`src/rtl/cmp_sort_ctrl_pkg.sv`:
```
// Shared types and constants for the time-shared comparator sort controller.
package cmp_sort_ctrl_pkg;

    localparam int N_DEF = 4;
    localparam int W_DEF = 4;

    typedef enum logic [1:0] {
        S_LOAD,
        S_SORT,
        S_OUT
    } state_e;

    // Bubble sort without early exit visits every adjacent pair of every pass.
    function automatic int sort_cycles(input int n);
        return n * (n - 1) / 2;
    endfunction

endpackage

```
`src/rtl/cmp_sort_ctrl_cmp.sv`:
```
// Purely combinational 4-bit unsigned magnitude comparator; exactly one output is high.
module cmp_unit_4bit (
    input  logic [3:0] a_i,
    input  logic [3:0] b_i,
    output logic       gt_o,
    output logic       eq_o,
    output logic       lt_o
);

    assign gt_o = (a_i >  b_i);
    assign eq_o = (a_i == b_i);
    assign lt_o = (a_i <  b_i);

endmodule

```
`src/rtl/cmp_sort_ctrl.sv`:
```
// Loads N values, bubble-sorts them one compare per cycle through a single
// shared 4-bit comparator, then streams them out in ascending order.
module cmp_sort_ctrl
    import cmp_sort_ctrl_pkg::*;
#(
    parameter int N  = N_DEF,
    parameter int W  = W_DEF,
    parameter int CW = 8
) (
    input  logic          clk,
    input  logic          rst_n,
    input  logic          in_valid,
    output logic          in_ready,
    input  logic [W-1:0]  in_data,
    output logic          out_valid,
    input  logic          out_ready,
    output logic [W-1:0]  out_data,
    output logic          out_last,
    output logic          busy,
    output logic [CW-1:0] swap_cnt
);

    localparam int IW = $clog2(N);

    state_e          state_q, state_d;
    logic [W-1:0]    mem_q [N];
    logic [W-1:0]    mem_d [N];
    logic [IW-1:0]   wr_idx_q, wr_idx_d;
    logic [IW-1:0]   rd_idx_q, rd_idx_d;
    logic [IW-1:0]   i_q, i_d;
    logic [IW-1:0]   j_q, j_d;
    logic [CW-1:0]   swap_cnt_q, swap_cnt_d;

    logic [W-1:0]    cmp_a, cmp_b;
    logic            cmp_gt, cmp_eq, cmp_lt;

    assign cmp_a = mem_q[j_q];
    assign cmp_b = mem_q[j_q + IW'(1)];

    cmp_unit_4bit u_cmp (
        .a_i  (cmp_a),
        .b_i  (cmp_b),
        .gt_o (cmp_gt),
        .eq_o (cmp_eq),
        .lt_o (cmp_lt)
    );

    always_comb begin
        // NOTE: every signal gets a default first so no path leaves it unassigned (no latches).
        state_d    = state_q;
        mem_d      = mem_q;
        wr_idx_d   = wr_idx_q;
        rd_idx_d   = rd_idx_q;
        i_d        = i_q;
        j_d        = j_q;
        swap_cnt_d = swap_cnt_q;

        case (state_q)
            S_LOAD: begin
                if (in_valid) begin
                    mem_d[wr_idx_q] = in_data;
                    if (wr_idx_q == '0) begin
                        swap_cnt_d = '0;
                    end
                    if (wr_idx_q == IW'(N - 1)) begin
                        state_d  = S_SORT;
                        wr_idx_d = '0;
                        i_d      = '0;
                        j_d      = '0;
                    end else begin
                        wr_idx_d = wr_idx_q + IW'(1);
                    end
                end
            end

            S_SORT: begin
                // Equal entries stay in place, which keeps the sort stable.
                unique case (1'b1)
                    cmp_gt: begin
                        mem_d[j_q]            = cmp_b;
                        mem_d[j_q + IW'(1)]   = cmp_a;
                        if (swap_cnt_q != '1) begin
                            swap_cnt_d = swap_cnt_q + CW'(1);
                        end
                    end
                    cmp_eq, cmp_lt: ;
                endcase

                if (j_q == IW'(N - 2) - i_q) begin
                    j_d = '0;
                    i_d = i_q + IW'(1);
                    if (i_q == IW'(N - 2)) begin
                        state_d  = S_OUT;
                        rd_idx_d = '0;
                    end
                end else begin
                    j_d = j_q + IW'(1);
                end
            end

            S_OUT: begin
                if (out_ready) begin
                    if (rd_idx_q == IW'(N - 1)) begin
                        state_d  = S_LOAD;
                        rd_idx_d = '0;
                        wr_idx_d = '0;
                    end else begin
                        rd_idx_d = rd_idx_q + IW'(1);
                    end
                end
            end

            default: state_d = S_LOAD;
        endcase
    end

    // NOTE: non-blocking assignments only, so every register sees pre-edge values of the others.
    always_ff @(posedge clk or negedge rst_n) begin
        if (!rst_n) begin
            state_q    <= S_LOAD;
            // NOTE: the array is reset on purpose so a discarded batch never leaks into out_data.
            mem_q      <= '{default: '0};
            wr_idx_q   <= '0;
            rd_idx_q   <= '0;
            i_q        <= '0;
            j_q        <= '0;
            swap_cnt_q <= '0;
        end else begin
            state_q    <= state_d;
            mem_q      <= mem_d;
            wr_idx_q   <= wr_idx_d;
            rd_idx_q   <= rd_idx_d;
            i_q        <= i_d;
            j_q        <= j_d;
            swap_cnt_q <= swap_cnt_d;
        end
    end

    assign in_ready  = (state_q == S_LOAD);
    assign busy      = (state_q == S_SORT);
    assign out_valid = (state_q == S_OUT);
    assign out_data  = (state_q == S_OUT) ? mem_q[rd_idx_q] : '0;
    assign out_last  = (state_q == S_OUT) && (rd_idx_q == IW'(N - 1));
    assign swap_cnt  = swap_cnt_q;

endmodule

```
`config.mk`:
```
export PLATFORM = sky130hd
export DESIGN_NAME = cmp_sort_ctrl
export DESIGN_NICKNAME = d
export VERILOG_FILES = /design/src/rtl/cmp_sort_ctrl_pkg.sv /design/src/rtl/cmp_sort_ctrl_cmp.sv /design/src/rtl/cmp_sort_ctrl.sv
export SDC_FILE = /design/constraint.sdc
export NUM_CORES = 1
export LEC_CHECK = 0
export CORE_MARGIN = 3
export CORE_UTILIZATION = 30
export DETAILED_ROUTE_END_ITERATION = 8
export HOLD_SLACK_MARGIN = 0.15
export PLACE_DENSITY = 0.54
export SLEW_MARGIN = 10
export SYNTH_ARGS = -nofsm -noshare
export SYNTH_HDL_FRONTEND = slang
export SYNTH_HIERARCHICAL = 1
export SYNTH_SLANG_ARGS = --single-unit
export TNS_END_PERCENT = 10
```
`constraint.sdc`:
```
create_clock -name clk -period 7.4 [get_ports clk]
set_clock_uncertainty 0.05 [all_clocks]
set_input_delay 1.48 -clock clk [delete_from_list [all_inputs] [get_ports clk]]
set_output_delay 1.48 -clock clk [all_outputs]
set_load 0.05 [all_outputs]
```
==> impl_metrics.py <==
metrics = {
    "worst_setup_path": {
        "crit_chain": "inv_1 > ha_1 > mux2_2 > inv_1 > ha_1 > nand2_1 > o21bai_4 > a21oi_2 > nand2_1 > a21o_1 > a21oi_1 > mux2_2",
        "worstReg2RegStart": "j_q[0]$_DFFE_PN0P_",
        "cp_top_family": "compound AO/OA/AOI/OAI gates",
        "path_buf_inv": 2,
        "critPathArrivalTime_ns": 4.13,
        "reg2reg_depth": 12,
        "crit-reg2reg-capture": "mem_q[3]$_DFFE_PN0P_",
        "startpoint_type": "register",
        "cp-end-kind": "register",
        "crit_fanout": 20,
        "cp.required_ns": 7.51,
        "critPathMaxStageDelay_ns": 0.90,
        "critPathSlowestCell": "dfrtp_1",
        "critPathKind": "reg2reg",
        "r2r_slack_ns": 3.38,
    },
    "global_route": {
        "grt_pass1_wl_um": 11630,
        "grtUsageTotal_pct": 14.40,
        "antenna_found_initial": 0,
        "grt_pass1_vias": 2182,
        "overflow": 0,
        "grt_max_degree": 38,
    },
    "timing": {
        "rsz0062_at_grt": "no",
        "tightest_slew_ns": 0.8502,
        "setup_viol": 0,
        "slew_headroom_pct": 43.32,
        "period_needed_ns": 4.019,
        "fin_tns_setup_ns": 0,
        "timing.fmax_mhz": 248.8,
        "finalHoldViolCount": 0,
        "min_period_over_period_pct": 54.31,
        "layout_setup_ws_ns": 3.381,
        "drv_slew": 0,
    },
    "hold_path": {
        "holdPathStages": 1,
        "hold_path.class": "reg2reg",
        "min_to": "i_q[1]$_DFFE_PN0P_",
        "hold_start": "i_q[1]$_DFFE_PN0P_",
    },
    "power": {
        "power_density_mw_per_mm2": 518.5,
        "leakage_nw": 1.277,
        "ir_drop_v": 0.0001616,
    },
    "drt": {
        "vias": 2355,
        "wl_met2_um": 3145,
        "wl_um": 6969,
        "wl_per_cell_um": 17.34,
        "vias_per_cell": 5.858,
        "drt-met1-wl_um": 3244,
        "first_pass_iters": 6,
        "drt-initial-drc-count": 245,
        "top_layer_used": "met4",
        "dr_wl_met3_um": 487,
        "drtAntennaViolNets": 0,
        "drc": 0,
    },
    "floorplan": {
        "dieArea_mm2": 0.01017,
        "die_h_um": 100.9,
        "initial_utilization_pct": 31.90,
        "core-area_mm2": 0.008464,
        "io_pins": 24,
        "die_w_um": 100.9,
        "rows": 33,
    },
    "clock_tree": {
        "cts_setup_buffers": 0,
        "cts_resized": 0,
        "cts_tree": "done",
        "clock_path_buffers": 2,
        "cts_sinks": 34,
        "htree_levels": 2,
        "cts_inserted_buffers": 5,
        "clk_latency_ns": 0.28,
        "clk_pin_slew_ns": 0.07,
        "cts_hold_buf": 0,
        "cts-root-buf": "clkbuf_8",
    },
    "yosys": {
        "avgSynthCellArea_um2": 9.678,
        "yosys_warnings": 6,
        "syn_nets": 305,
        "syn_inst": 279,
        "syn_area_mm2": 0.002700,
    },
    "placement": {
        "portBuffers": 23,
        "pre_cts_slack_ns": 3.397,
        "dp_hpwl_um": 5099,
        "gp_congestion": 0.8382,
    },
    "outcome": {
        "outcome": "finished, final reports clean",
    },
    "finish": {
        "num_antenna_cells": 0,
        "nets": 324,
        "final_layout_size_suffix_gt1_share_pct": 18.86,
        "post-route-util_pct": 36.57,
        "area_growth_pct": 14.64,
    },
    "run": {
        "maxCapViolCount": 0,
    },
}
==> how the worst max path moves through the flow <==
| stage | end | start | depth (start not counted) |
|---|---|---|---|
| floorplan | mem_q[12]$_DFFE_PN0P_ | j_q[0]$_DFFE_PN0P_ | 15 |
| global placement | mem_q[1]$_DFFE_PN0P_ | j_q[0]$_DFFE_PN0P_ | 11 |
| detailed placement | mem_q[3]$_DFFE_PN0P_ | j_q[0]$_DFFE_PN0P_ | 12 |
| CTS | mem_q[3]$_DFFE_PN0P_ | j_q[0]$_DFFE_PN0P_ | 12 |
| global route | swap_cnt[2]$_DFFE_PN0P_ | j_q[0]$_DFFE_PN0P_ | 12 |
| finish | mem_q[3]$_DFFE_PN0P_ | j_q[0]$_DFFE_PN0P_ | 12 |
==> layer usage <==
layer  track usage [%]  up-vias
met5                 0        -
met2             21.47      106
li1                  -     1093
met3             3.045        7
met1             20.86     1149
met4             4.249        0
==> cell type report <==
class	instances	area, um2
fill	859	5369
tap	105	131.4
clock buffer	6	82.58
multi-input combinational	221	1744
sequential	34	850.8
inverter	11	41.29
timing repair buffer	25	245.2
==> per-stage QoR <==
stage | power, mW | instances | hold WS (ns) | instance area [um2]
after detailed placement | 1.459 | 396 | 0.4785 | 3013
final | 1.605 | 402 | 0.4931 | 3095
after global placement | 1.464 | 396 | 0.4758 | 3013
after floorplan | 1.208 | 279 | 0.4459 | 2700
after global routing | 1.744 | 402 | 0.5207 | 3095
after CTS | 1.604 | 402 | 0.4984 | 3095
==> report_power, final <==
| group | switching, mW | internal (mW) |
|---|---|---|
| Clock | 0.0662 | 0.0718 |
| Sequential | 0.113 | 0.258 |
| Combinational | 0.610 | 0.485 |
==> cell usage in the layout, fill, tap and decap left out, types with 4 or more instances in the layout <==
| cell type | instances |
|---|---|
| dfrtp_1 | 34 |
| mux2_2 | 30 |
| nand2_1 | 25 |
| clkdlybuf4s50_1 | 23 |
| a21oi_1 | 21 |
| nor2_1 | 18 |
| ha_1 | 18 |
| nand3_1 | 14 |
| inv_1 | 10 |
| mux4_2 | 8 |
| a221oi_1 | 8 |
| a222oi_1 | 8 |
| o21ai_1 | 8 |
| nor3b_1 | 7 |
| o21ai_0 | 7 |
| and2_1 | 6 |
| clkbuf_8 | 6 |
| nand2b_1 | 4 |
| and3b_1 | 4 |
==> sequential cells by signal (all words and copies together) (netlist names) <==
register / flops
mem_q: 16
state_q: 2
swap_cnt: 8
rd_idx_q: 2
j_q: 2
wr_idx_q: 2
i_q: 2
(Power assumes the default switching activity.)
